## src/rtl/arbiter_pkg.sv

```systemverilog
// Shared encodings for the single-port memory arbiter: FSM states,
// transaction owner and the starvation counter width.
package arbiter_pkg;

  localparam int STARVE_CNT_W = 4;

  typedef enum logic [1:0] {
    ST_IDLE  = 2'd0,
    ST_ISSUE = 2'd1,
    ST_WAIT  = 2'd2
  } state_e;

  typedef enum logic [1:0] {
    OWN_NONE = 2'd0,
    OWN_INST = 2'd1,
    OWN_DATA = 2'd2
  } owner_e;

endpackage

```

## src/rtl/arb_starve_counter.sv

```systemverilog
// Saturating count of consecutive data grants taken while a fetch waits.
// at_limit tells the arbiter that the fetch side must win next.
module arb_starve_counter
  import arbiter_pkg::*;
#(
  parameter int LIMIT = 4
) (
  input  logic clock,
  input  logic reset,
  input  logic inc,
  input  logic clear,
  output logic at_limit
);

  localparam logic [STARVE_CNT_W-1:0] LIMIT_C = STARVE_CNT_W'(LIMIT);

  logic [STARVE_CNT_W-1:0] cnt_q, cnt_d;

  // Next count: clear wins over increment; stop counting once at the limit.
  always_comb begin
    cnt_d = cnt_q;
    if (clear) begin
      cnt_d = '0;
    end else if (inc && (cnt_q != LIMIT_C)) begin
      cnt_d = cnt_q + 1'b1;
    end
  end

  // Count register with synchronous reset.
  always_ff @(posedge clock) begin
    if (reset) begin
      cnt_q <= '0;
    end else begin
      cnt_q <= cnt_d;
    end
  end

  assign at_limit = (cnt_q == LIMIT_C);

endmodule

```

## src/rtl/single_port_mem_arbiter.sv

```systemverilog
// Shares one single-port memory between the fetch and data requesters of
// the core. One transaction in flight at a time; data has priority, but a
// waiting fetch is granted after STARVE_LIMIT back-to-back data grants.
module single_port_mem_arbiter
  import arbiter_pkg::*;
#(
  parameter int DATA_WIDTH   = 32,
  parameter int ADDRESS_BITS = 32,
  parameter int STARVE_LIMIT = 4,
  localparam int NUM_BYTES   = DATA_WIDTH / 8
) (
  input  logic                    clock,
  input  logic                    reset,
  // fetch requester
  input  logic                    i_read,
  input  logic [ADDRESS_BITS-1:0] i_address,
  output logic                    i_accept,
  output logic                    i_valid,
  output logic [DATA_WIDTH-1:0]   i_data_out,
  output logic [ADDRESS_BITS-1:0] i_address_out,
  // data requester
  input  logic                    d_read,
  input  logic                    d_write,
  input  logic [NUM_BYTES-1:0]    d_byte_en,
  input  logic [ADDRESS_BITS-1:0] d_address,
  input  logic [DATA_WIDTH-1:0]   d_data_in,
  output logic                    d_accept,
  output logic                    d_valid,
  output logic [DATA_WIDTH-1:0]   d_data_out,
  output logic [ADDRESS_BITS-1:0] d_address_out,
  // memory side
  output logic                    mem_read,
  output logic                    mem_write,
  output logic [NUM_BYTES-1:0]    mem_byte_en,
  output logic [ADDRESS_BITS-1:0] mem_address,
  output logic [DATA_WIDTH-1:0]   mem_data_out,
  input  logic                    mem_ready,
  input  logic                    mem_valid,
  input  logic [DATA_WIDTH-1:0]   mem_data_in,
  input  logic [ADDRESS_BITS-1:0] mem_address_in
);

  state_e                  state_q, state_d;
  owner_e                  owner_q, owner_d;
  logic                    cmd_read_q, cmd_read_d;
  logic                    cmd_write_q, cmd_write_d;
  logic [NUM_BYTES-1:0]    cmd_byte_en_q, cmd_byte_en_d;
  logic [ADDRESS_BITS-1:0] cmd_address_q, cmd_address_d;
  logic [DATA_WIDTH-1:0]   cmd_data_q, cmd_data_d;
  logic                    i_accept_q, i_accept_d;
  logic                    d_accept_q, d_accept_d;
  logic                    i_valid_q, i_valid_d;
  logic                    d_valid_q, d_valid_d;
  logic [DATA_WIDTH-1:0]   i_data_q, i_data_d;
  logic [ADDRESS_BITS-1:0] i_address_q, i_address_d;
  logic [DATA_WIDTH-1:0]   d_data_q, d_data_d;
  logic [ADDRESS_BITS-1:0] d_address_q, d_address_d;

  logic d_pending, grant_inst, grant_data, capture;
  logic starve_inc, starve_clear, starve_at_limit;

  arb_starve_counter #(
    .LIMIT(STARVE_LIMIT)
  ) u_starve (
    .clock   (clock),
    .reset   (reset),
    .inc     (starve_inc),
    .clear   (starve_clear),
    .at_limit(starve_at_limit)
  );

  // Arbitration: data first, unless the fetch side has waited out its limit.
  assign d_pending  = d_read | d_write;
  assign grant_inst = i_read & (~d_pending | starve_at_limit);
  assign grant_data = d_pending & ~grant_inst;

  // Next-state, command latch and response capture.
  // NOTE: every signal assigned here gets a default first, so no path leaves
  // one unassigned and no latch is inferred.
  always_comb begin
    state_d       = state_q;
    owner_d       = owner_q;
    cmd_read_d    = cmd_read_q;
    cmd_write_d   = cmd_write_q;
    cmd_byte_en_d = cmd_byte_en_q;
    cmd_address_d = cmd_address_q;
    cmd_data_d    = cmd_data_q;
    i_accept_d    = 1'b0;
    d_accept_d    = 1'b0;
    i_valid_d     = 1'b0;
    d_valid_d     = 1'b0;
    i_data_d      = i_data_q;
    i_address_d   = i_address_q;
    d_data_d      = d_data_q;
    d_address_d   = d_address_q;
    starve_inc    = 1'b0;
    starve_clear  = 1'b0;
    capture       = 1'b0;

    case (state_q)
      ST_IDLE: begin
        starve_clear = ~i_read;
        if (grant_inst) begin
          state_d       = ST_ISSUE;
          owner_d       = OWN_INST;
          cmd_read_d    = 1'b1;
          cmd_write_d   = 1'b0;
          cmd_byte_en_d = '0;
          cmd_address_d = i_address;
          cmd_data_d    = '0;
          i_accept_d    = 1'b1;
          starve_clear  = 1'b1;
        end else if (grant_data) begin
          state_d       = ST_ISSUE;
          owner_d       = OWN_DATA;
          cmd_read_d    = d_read;
          cmd_write_d   = d_write;
          cmd_byte_en_d = d_byte_en;
          cmd_address_d = d_address;
          cmd_data_d    = d_data_in;
          d_accept_d    = 1'b1;
          starve_inc    = i_read;
        end
      end
      ST_ISSUE: begin
        if (mem_ready) begin
          if (mem_valid) begin
            capture = 1'b1;
            state_d = ST_IDLE;
          end else begin
            state_d = ST_WAIT;
          end
        end
      end
      ST_WAIT: begin
        if (mem_valid) begin
          capture = 1'b1;
          state_d = ST_IDLE;
        end
      end
      default: state_d = ST_IDLE;
    endcase

    // Route the memory response to whoever owns the transaction.
    if (capture) begin
      owner_d = OWN_NONE;
      if (owner_q == OWN_INST) begin
        i_valid_d   = 1'b1;
        i_data_d    = mem_data_in;
        i_address_d = mem_address_in;
      end else if (owner_q == OWN_DATA) begin
        d_valid_d   = 1'b1;
        d_data_d    = mem_data_in;
        d_address_d = mem_address_in;
      end
    end
  end

  // State, command and response registers; reset drops any in-flight work.
  // NOTE: sequential state uses non-blocking assignments so every flop
  // samples the pre-edge values regardless of statement order.
  always_ff @(posedge clock) begin
    if (reset) begin
      state_q       <= ST_IDLE;
      owner_q       <= OWN_NONE;
      cmd_read_q    <= 1'b0;
      cmd_write_q   <= 1'b0;
      cmd_byte_en_q <= '0;
      cmd_address_q <= '0;
      cmd_data_q    <= '0;
      i_accept_q    <= 1'b0;
      d_accept_q    <= 1'b0;
      i_valid_q     <= 1'b0;
      d_valid_q     <= 1'b0;
      i_data_q      <= '0;
      i_address_q   <= '0;
      d_data_q      <= '0;
      d_address_q   <= '0;
    end else begin
      state_q       <= state_d;
      owner_q       <= owner_d;
      cmd_read_q    <= cmd_read_d;
      cmd_write_q   <= cmd_write_d;
      cmd_byte_en_q <= cmd_byte_en_d;
      cmd_address_q <= cmd_address_d;
      cmd_data_q    <= cmd_data_d;
      i_accept_q    <= i_accept_d;
      d_accept_q    <= d_accept_d;
      i_valid_q     <= i_valid_d;
      d_valid_q     <= d_valid_d;
      i_data_q      <= i_data_d;
      i_address_q   <= i_address_d;
      d_data_q      <= d_data_d;
      d_address_q   <= d_address_d;
    end
  end

  assign i_accept      = i_accept_q;
  assign d_accept      = d_accept_q;
  assign i_valid       = i_valid_q;
  assign d_valid       = d_valid_q;
  assign i_data_out    = i_data_q;
  assign i_address_out = i_address_q;
  assign d_data_out    = d_data_q;
  assign d_address_out = d_address_q;

  assign mem_read     = (state_q == ST_ISSUE) & cmd_read_q;
  assign mem_write    = (state_q == ST_ISSUE) & cmd_write_q;
  assign mem_byte_en  = cmd_byte_en_q;
  assign mem_address  = cmd_address_q;
  assign mem_data_out = cmd_data_q;

endmodule
```

## config.mk

```make
export PLATFORM = sky130hd
export DESIGN_NAME = single_port_mem_arbiter
export DESIGN_NICKNAME = d
export VERILOG_FILES = /design/src/rtl/arbiter_pkg.sv /design/src/rtl/arb_starve_counter.sv /design/src/rtl/single_port_mem_arbiter.sv
export SDC_FILE = /design/constraint.sdc
export NUM_CORES = 1
export LEC_CHECK = 0
export ABC_AREA = 1
export CORE_AREA = 2 2 146 148
export CTS_BUF_LIST = sky130_fd_sc_hd__clkbuf_8
export DETAILED_ROUTE_END_ITERATION = 12
export DIE_AREA = 0 0 148 150
export PLACE_DENSITY = 0.86
export SETUP_SLACK_MARGIN = 0.2
export SLEW_MARGIN = 20
export SYNTH_ARGS = -nofsm -noshare
export SYNTH_HDL_FRONTEND = slang
export SYNTH_SLANG_ARGS = --single-unit
```

## constraint.sdc

```tcl
create_clock -name clock -period 3.91 [get_ports clock]
set_input_delay 0.782 -clock clock [delete_from_list [all_inputs] [get_ports clock]]
set_output_delay 0.782 -clock clock [all_outputs]
set_load 0.01 [all_outputs]
```

Word level (Yosys, flattened, before mapping)
Cells that the tools add are included.

Bits of input ports: 171. Output and inout port bits: 202. Word-level logic and storage cells: 81. Flip-flop bits (word level): 210.

Reduce and logical (&&, ||, !) cells: 13. Muxes and demuxes: 30. Add/sub/neg operators: 1. Eq/ne operators: 9. Bitwise operators: 12.

Operator list (count): $mux W32 (4); $mux W1 (15); $mux W2 (7); $mux W4 (2); $reduce_or A2 Y1 (4); $not A1 Y1 (6); $pmux W2 S3 (1); $reduce_and A3 Y1 (2); $reduce_or A3 Y1 (2); $add A4 B1 Y4 const B (1); $and A1 B1 Y1 (4); $eq A2 B1 Y1 const B (2); $eq A2 B2 Y1 const B (2); $eq A4 B3 Y1 const B (1); $ne A2 B2 Y1 const B (2); $ne A4 B3 Y1 const B (1); $reduce_and A2 Y1 (2); $ne A3 B3 Y1 const B (1); $logic_not A2 Y1 (1); $or A1 B1 Y1 (2); $pmux W1 S2 (1); $reduce_bool A2 Y1 (1); $logic_and A1 B1 Y1 (1).

Logic depth before layout (Yosys ltp)
Gate-level depths: netlist of the first run.

Depth in word-level cells: 10. Mapped depth: 10.

By module
A second synthesis of the first run with hierarchy kept.

Cell total of the unflattened synthesis: 1241. Area, all modules: 8692.1 um^2.

Modules (own cells, without submodules): single_port_mem_arbiter (instances 1, area each 8449.4 um^2, cells an instance 1205, sequential area each 4124.0 um^2); arb_starve_counter (instances 1, area each 242.7 um^2, cells an instance 36, sequential area each 80.1 um^2).

Worst setup path after synthesis of the first run
No wires, ideal clock.

Kind: input-to-reg. Start point: in i_read. End point: reg cmd_address_q[10] (netlist: mem_address[10]). Path slack: 2100 ps. Stages: 8. Data arrival time: 1701 ps. Cell sequence: buf_2 -> inv_2 -> a21oi_4 -> buf_4 -> buf_2 -> nand3_1 -> nand2_1 -> inv_1.

Longest elaborated chain between the ends: 5. Elaborated cells on any way between the ends: 6. Classes of those cells: mux: 1; bitwise: 3; reduce/logical: 2.

Ends and longest elaborated chain: from (decl) (RTL line single_port_mem_arbiter.sv:15) `input logic i_read,`; $and A1 B1 Y1 (*) (RTL line single_port_mem_arbiter.sv:74) `assign grant_inst = i_read & (~d_pending | starve_at_limit);`; $not A1 Y1 (RTL line single_port_mem_arbiter.sv:75) `assign grant_data = d_pending & ~grant_inst;`; $and A1 B1 Y1 (RTL line single_port_mem_arbiter.sv:75); $reduce_bool A2 Y1 (no source line); $reduce_and A2 Y1 (no source line); to (signal assigned) (RTL line single_port_mem_arbiter.sv:185) `cmd_address_q <= cmd_address_d;`; to (decl) (RTL line single_port_mem_arbiter.sv:48) `logic [ADDRESS_BITS-1:0] cmd_address_q, cmd_address_d;`.

Mark *: on every way between the ends. The rest lies on a longest branch, timed or not. A chain may end at the register's enable or synchronous reset.

Worst setup path in the final report of the first run
Start point: reg state_q[1]. End point: out mem_read.

Longest elaborated chain between the ends: 2.

Ends and longest elaborated chain: from (decl) (RTL line single_port_mem_arbiter.sv:43) `state_e state_q, state_d;`; from (signal assigned) (RTL line single_port_mem_arbiter.sv:180) `state_q <= state_d;`; $eq A2 B1 Y1 (RTL line single_port_mem_arbiter.sv:207) `assign mem_read = (state_q == ST_ISSUE) & cmd_read_q;`; $and A1 B1 Y1 (RTL line single_port_mem_arbiter.sv:207); to (decl) (RTL line single_port_mem_arbiter.sv:32) `output logic mem_read,`.

Every way passes these cells.

==> results of run 1 <==
[placed cells by master, fill, tap and decap left out, drive strengths merged]
cell type | netlist | final
clkbuf | 39 | 49
nor2 | 204 | 204
dfxtp | 210 | 210
or2 | 1 | 1
clkinvlp | 0 | 1
o21ai | 64 | 64
xor2 | 2 | 2
clkinv | 0 | 7
inv | 178 | 186
nand3 | 109 | 109
buf | 40 | 11
clkdlybuf4s50 | 0 | 371
nand4 | 2 | 2
nor3b | 2 | 2
nand2 | 257 | 257
ha | 5 | 5
a21oi | 108 | 108
[cells by family (layout without fill, tap and decap cells)]
group / count (synthesis) / count (layout)
xor gates and xnor gates: 2 / 2
DFF: 210 / 210
buffers and inverters: 257 / 625
AOI/OAI and AO/OA: 172 / 172
adders and majority gates: 5 / 5
and+or+nand+nor: 575 / 575
[cell usage after synthesis (2+ instances only)]
library cell  instances
nand4_1               2
buf_2                32
nor3b_1               2
xor2_1                2
nand2_1             257
dfxtp_1             210
inv_1               175
o21ai_0              64
nand3_1             109
clkbuf_1             39
buf_4                 4
ha_1                  5
inv_2                 3
nor2_1              204
a21oi_1             107
buf_1                 4
[area by class of cell]
cell class	instances	area, um2	share of cell area
Multi-Input combinational cell	754	3280	0.250
Clock inverter	16	71.3	0.00545
Inverter	178	669	0.0511
Tap cell	275	344	0.0263
Clock buffer	49	674	0.0515
Timing Repair Buffer	382	3860	0.294
Sequential cell	210	4200	0.321
[power by group through the flow]
stage | registers, mW | clock network [mW] | logic [mW]
after floorplan | 2.40 | 0 | 0.358
after global placement | 2.35 | 0 | 0.861
after detailed placement | 2.35 | 0 | 0.877
after CTS | 2.31 | 2.06 | 0.883
after global routing | 2.32 | 2.16 | 0.964
final | 2.31 | 2.00 | 0.881
[worst min path at each step]
stage,cells past startpoint,end,startpoint
5_1_grt,2,d_data_out[26],d_data_out[26]
2_1_floorplan,2,owner_q[1],owner_q[1]
4_1_cts,2,d_data_out[9],d_data_out[9]
6_report,2,d_data_out[28],d_data_out[28]
3_5_place_dp,2,d_data_out[8],d_data_out[8]
3_3_place_gp,2,d_data_out[24],d_data_out[24]
[stage by stage]
step           utilization  worst slack (ns)  instances
3_5_place_dp         0.597              1.09       1799
4_1_cts              0.633              1.29       1864
2_1_floorplan            -              2.10       1221
6_report             0.633              1.34       1864
3_3_place_gp         0.597              1.18       1799
5_1_grt              0.633              1.24       1864
[state kept, by name (all words and copies together) (netlist names)]
| signal | count |
|---|---|
| cmd_write_q | 1 |
| owner_q | 2 |
| mem_data_out | 32 |
| u_starve.cnt_q | 4 |
| i_valid | 1 |
| d_data_out | 32 |
| mem_byte_en | 4 |
| state_q | 2 |
| i_data_out | 32 |
| i_address_out | 32 |
| cmd_read_q | 1 |
| d_accept | 1 |
| mem_address | 32 |
| d_address_out | 32 |
| d_valid | 1 |
| i_accept | 1 |
[layer usage]
layer | vias to the layer above | track usage | routed length (um) | share of wire
met5 | - | 0 | 0 | 0
met4 | 0 | 0.105 | 1000 | 0.037
met3 | 64 | 0.0726 | 2380 | 0.089
met2 | 347 | 0.403 | 13200 | 0.49
met1 | 3933 | 0.255 | 10200 | 0.38
li1 | 4446 | - | - | -
[worst register-to-register path: stages, from the launching register on]
cell,delay [ns]
dfxtp_1,0.36
inv_1,0.08
ha_1,0.27
nand2_1,0.05
inv_1,0.13
nand3_4,0.44
buf_12,0.41
o21ai_0,0.24
a21oi_1,0.07
==> impl_metrics.ini, run 1 <==
[clock_tree]
ctsHtreeMaxLevel = 2
clock_latency_ns = 0.51
clock_path_buffers = 3
cts_made_buffers = 37
hold_buffers = 0
postCtsSetupBuffers = 0
cts_resized = 0
root_buffer = clkbuf_8
cts_tree = built
cts.sink_count = 210
path_clk_slew_ns = 0.06

[setup_path]
critPathBufInv = 3
r2r-start = state_q[1]
critical-path-top-delay-family = buffers and inverters
slowest_delay_ns = 0.56
setup.worst_path.start_class = register
worst-path-stages = 5
endpoint_kind = primary output
cp_slowest_cell = clkdlybuf4s50_1
worstPathCellList = inv_1, ha_1, nand2_1, inv_1, clkdlybuf4s50_1
crit_type = reg2out
reg2reg_depth = 8
rrSetupSlack_ns = 1.75
cp-startpoint = state_q[1]
cp-endpoint = mem_read
arrival_ns = 1.79
r2r-end = d_address_out[13]
crit_required_ns = 3.13
critPathMostFrequentCell = inv_1
crit_path_max_fanout = 4

[placement]
port_buffers = 372
dpl.hpwl_um = 18800
gp_congestion = 0.866
dpl_cell_area_mm2 = 0.0124

[logic_synthesis]
yosys_warnings = 0
synth_top_family_by_area = simple AND/OR/NAND/NOR gates
postSynthAreaPerCell_um2 = 6.95
synth.area.top_cells = dfxtp_1 (50%), nand2_1 (11%), nor2_1 (9.0%)
ys_types = 18
synth_area_leader_cell = dfxtp_1
yosysSeqAreaShare = 0.495
synth-edff-count = 0
ys_ff_latch = 210
synth_nets = 1397
synth_xor_area_frac = 0.00206
synth_top_area_frac = 0.495
netlist_instances = 1221
synthesis.area_mm2 = 0.00849
synthAdderAreaFrac = 0.00737
async_flop_share = 0
ys.flop_type = dfxtp_1
synthMuxAreaShare = 0
synth_compound_area_frac = 0.103
synth-simple-area-share = 0.272

[sta]
slew_headroom = 0.478
tightest_slew_ns = 0.782
min_period_ns = 2.57
finalHoldViolations = 0
fin_worst_skew_ns = 0.0187
rsz0062_at_grt = no
final_max_slew_viol_count = 0
fmax_mhz = 389
timing.hold.ws_ns = 0.442
finalCritPeriodShare = 0.657
fin_tns_setup_ns = 0
setup_viol = 0

[min_path]
min_path_type = reg2reg

[detailed_routing]
via_count = 8790
drt_first_pass_iters = 6
drc = 0
wl_per_cell_um = 14.4
via_per_inst = 4.72
postRouteAntennaNets = 0
drtIter0Drc = 459
routed_wl_um = 26800

[power_and_ir_drop]
combPwrFrac = 0.170
ir_drop_uv = 258
p_total_mw = 5.19
p_per_area_mw_per_mm2 = 397
p_clk_frac = 0.386
pwr-share-seq = 0.445
p_sw_frac = 0.264
p_leak_nw = 5.77
power_switching_mw = 1.37
intPower_mw = 3.82

[grt]
grt_pass1_vias = 8259
overflow = 0
grt_usage = 0.230
grt_start_max_net_pins = 130
antenna_found_initial = 0
grt_pass1_wl_um = 41400

[flow_run]
drv_cap = 0

[floorplanning]
core_area_mm2 = 0.0207
die_h_um = 150
dieArea_mm2 = 0.0222
row_count = 53
fp.dieW_um = 148
start_util = 0.410
pin_count = 373

[cells_and_area]
fin_nets = 1739
drive_above_1_share = 0.0472
fill_cells = 1726
syn_to_final_growth_pct = 54.3
insertedDiodeCount = 0
design_area_mm2 = 0.0131

[outcome]
status = finished, final reports clean
Power figures use the tool's default switching activity.
==> inputs of run 2 (changes only) <==
Settings changed: CORE_AREA 2 2 146 148 to unset, CORE_UTILIZATION set to 39, DIE_AREA 0 0 148 150 to unset, PLACE_DENSITY 0.86 to 0.85.
Clock period 3.91 ns to 2.2 ns, I/O delays scaled along.
==> run 2 against run 1 <==
Against the previous run:
- clock power is 64% higher
- cell count is 1.2% higher
- critical path depth stayed put
- global-route usage is 0.84 points lower
- clock skew is 0.0011 ns lower
- largest power group unchanged
==> impl_metrics.ini, run 2 (synthesized netlist as in run 1, its figures left out) <==
[floorplanning]
row_count = 53
pin_count = 373
fp.dieW_um = 150
die_h_um = 150
dieArea_mm2 = 0.0224
core_area_mm2 = 0.0212
start_util = 0.401

[setup_path]
critical-path-top-delay-family = buffers and inverters
worst-path-stages = 5
crit_type = reg2out
worstPathCellList = inv_1, ha_2, nand2_1, inv_1, dlygate4sd2_1
crit_required_ns = 1.76
endpoint_kind = primary output
r2r-end = i_address_out[7]
rrSetupSlack_ns = 0.35
cp_slowest_cell = dfxtp_2
crit_path_max_fanout = 4
cp-startpoint = state_q[1]
setup.worst_path.start_class = register
slowest_delay_ns = 0.32
cp-endpoint = mem_read
r2r-start = state_q[1]
reg2reg_depth = 11
arrival_ns = 1.46
critPathBufInv = 3
critPathMostFrequentCell = inv_1

[clock_tree]
cts_tree = built
clock_latency_ns = 0.51
path_clk_slew_ns = 0.06
ctsHtreeMaxLevel = 2
cts_made_buffers = 36
cts.sink_count = 210
clock_path_buffers = 3
root_buffer = clkbuf_8

[grt]
grt_start_max_net_pins = 83
overflow = 0
antenna_found_initial = 0
grt_pass1_vias = 8184
grt_pass1_wl_um = 39700
grt_usage = 0.222

[sta]
setup_ws_ns = 0.304
min_period_ns = 1.90
fmax_mhz = 528
setup_viol = 0
fin_tns_setup_ns = 0
fin_worst_skew_ns = 0.0175
tightest_slew_ns = 0.503
rsz0062_at_grt = yes
finalHoldViolations = 0
slew_headroom = 0.663
finalCritPeriodShare = 0.862
final_max_slew_viol_count = 0

[cells_and_area]
final_common_cell = clkdlybuf4s50_1
syn_to_final_growth_pct = 57.9
layout_common_cells = clkdlybuf4s50_1 (369), nand2_1 (255), dfxtp_1 (209)
insertedDiodeCount = 0
drive_above_1_share = 0.0608
fin_nets = 1766

[placement]
port_buffers = 372
gp_congestion = 0.870
dpl.hpwl_um = 18700
dp_slack_ns = 0.0213

[detailed_routing]
drtIter0Drc = 473
via_count = 8900
drc = 0
routed_wl_um = 26900
postRouteAntennaNets = 0
wl_per_cell_um = 14.2
via_per_inst = 4.72
drt_first_pass_iters = 7

[power_and_ir_drop]
ir_drop_uv = 449
combPwrFrac = 0.181
p_sw_frac = 0.267
p_total_mw = 9.02
pwr-share-seq = 0.455
p_per_area_mw_per_mm2 = 674
intPower_mw = 6.61
p_leak_nw = 5.93
power_switching_mw = 2.41
p_clk_frac = 0.364

[flow_run]
drv_cap = 0

[outcome]
status = finished, final reports clean

[min_path]
min_path_type = reg2reg
==> run 2: cell types whose count changed in the layout (fill, tap and decap cells not counted), sizes merged, moves of 2 or more <==
cell	delta
clkbuf	-3
clkdlybuf4s50	-2
clkinv	-4
dlygate4sd2	+2
buf	+24
inv	+4
==> run 2: layout make-up <==
| cell class | count | area, um2 |
|---|---|---|
| Sequential cell | 210 | 4210 |
| Clock buffer | 43 | 592 |
| Fill cell | 1760 | 7760 |
| Multi-Input combinational cell | 755 | 3290 |
| Inverter | 178 | 672 |
| Timing Repair Buffer | 409 | 4220 |
| Tap cell | 275 | 344 |
| Clock inverter | 17 | 73.8 |
==> run 2: repair_timing <==
| item | CTS | global route |
|---|---|---|
| setup endpoints to repair | 2 | 24 |
| pin swaps | 0 | 1 |
| buffers inserted | 0 | 3 |
| gates cloned | 0 | 4 |
| hold buffers | 0 | 0 |
| resized for setup | 3 | 5 |
==> run 2: worst register-to-register path: stages (launching register included) <==
cell and delay (ns):
dfxtp_2 0.32, inv_1 0.07, ha_2 0.20, nand2_1 0.09, nand2_2 0.16, buf_4 0.14
nand4_1 0.08, buf_4 0.17, buf_12 0.15, buf_12 0.16, nor2_1 0.14, nor2_1 0.08
==> run 2: how the worst min path moves through the flow <==
stage               cells after the start         startpoint           endpoint  slack, ns
floorplan                               2         owner_q[1]         owner_q[1]       0.44
global placement                        2      d_data_out[9]      d_data_out[9]       0.43
detailed placement                      2  d_address_out[12]  d_address_out[12]       0.43
finish                                  2   d_address_out[8]   d_address_out[8]       0.44
CTS                                     3              reset   mem_data_out[13]       0.42
global route                            3              reset   mem_data_out[10]       0.43
==> run 2: per-stage QoR <==
step	hold WS, ns	utilization	std cells	area (um2)
global placement	0.430	0.596	1820	12600
floorplan	0.437	-	1221	8490
CTS	0.425	0.627	1880	13300
finish	0.441	0.633	1887	13400
global route	0.432	0.633	1887	13400
detailed placement	0.434	0.596	1820	12600
==> run 2: power by group through the flow <==
stage	logic [mW]	clock network, mW	registers (mW)
4_1_cts	1.62	3.37	4.10
6_report	1.64	3.28	4.10
3_5_place_dp	1.61	0	4.18
3_3_place_gp	1.59	0	4.17
2_1_floorplan	0.636	0	4.26
5_1_grt	1.77	3.57	4.12
==> run 2: layer usage <==
metal | vias up | GRT usage | routed length (um)
met5 | - | 0 | 0
met4 | 0 | 0.124 | 1350
met3 | 94 | 0.0674 | 2410
met2 | 370 | 0.376 | 12700
met1 | 3962 | 0.246 | 10400
li1 | 4474 | - | -
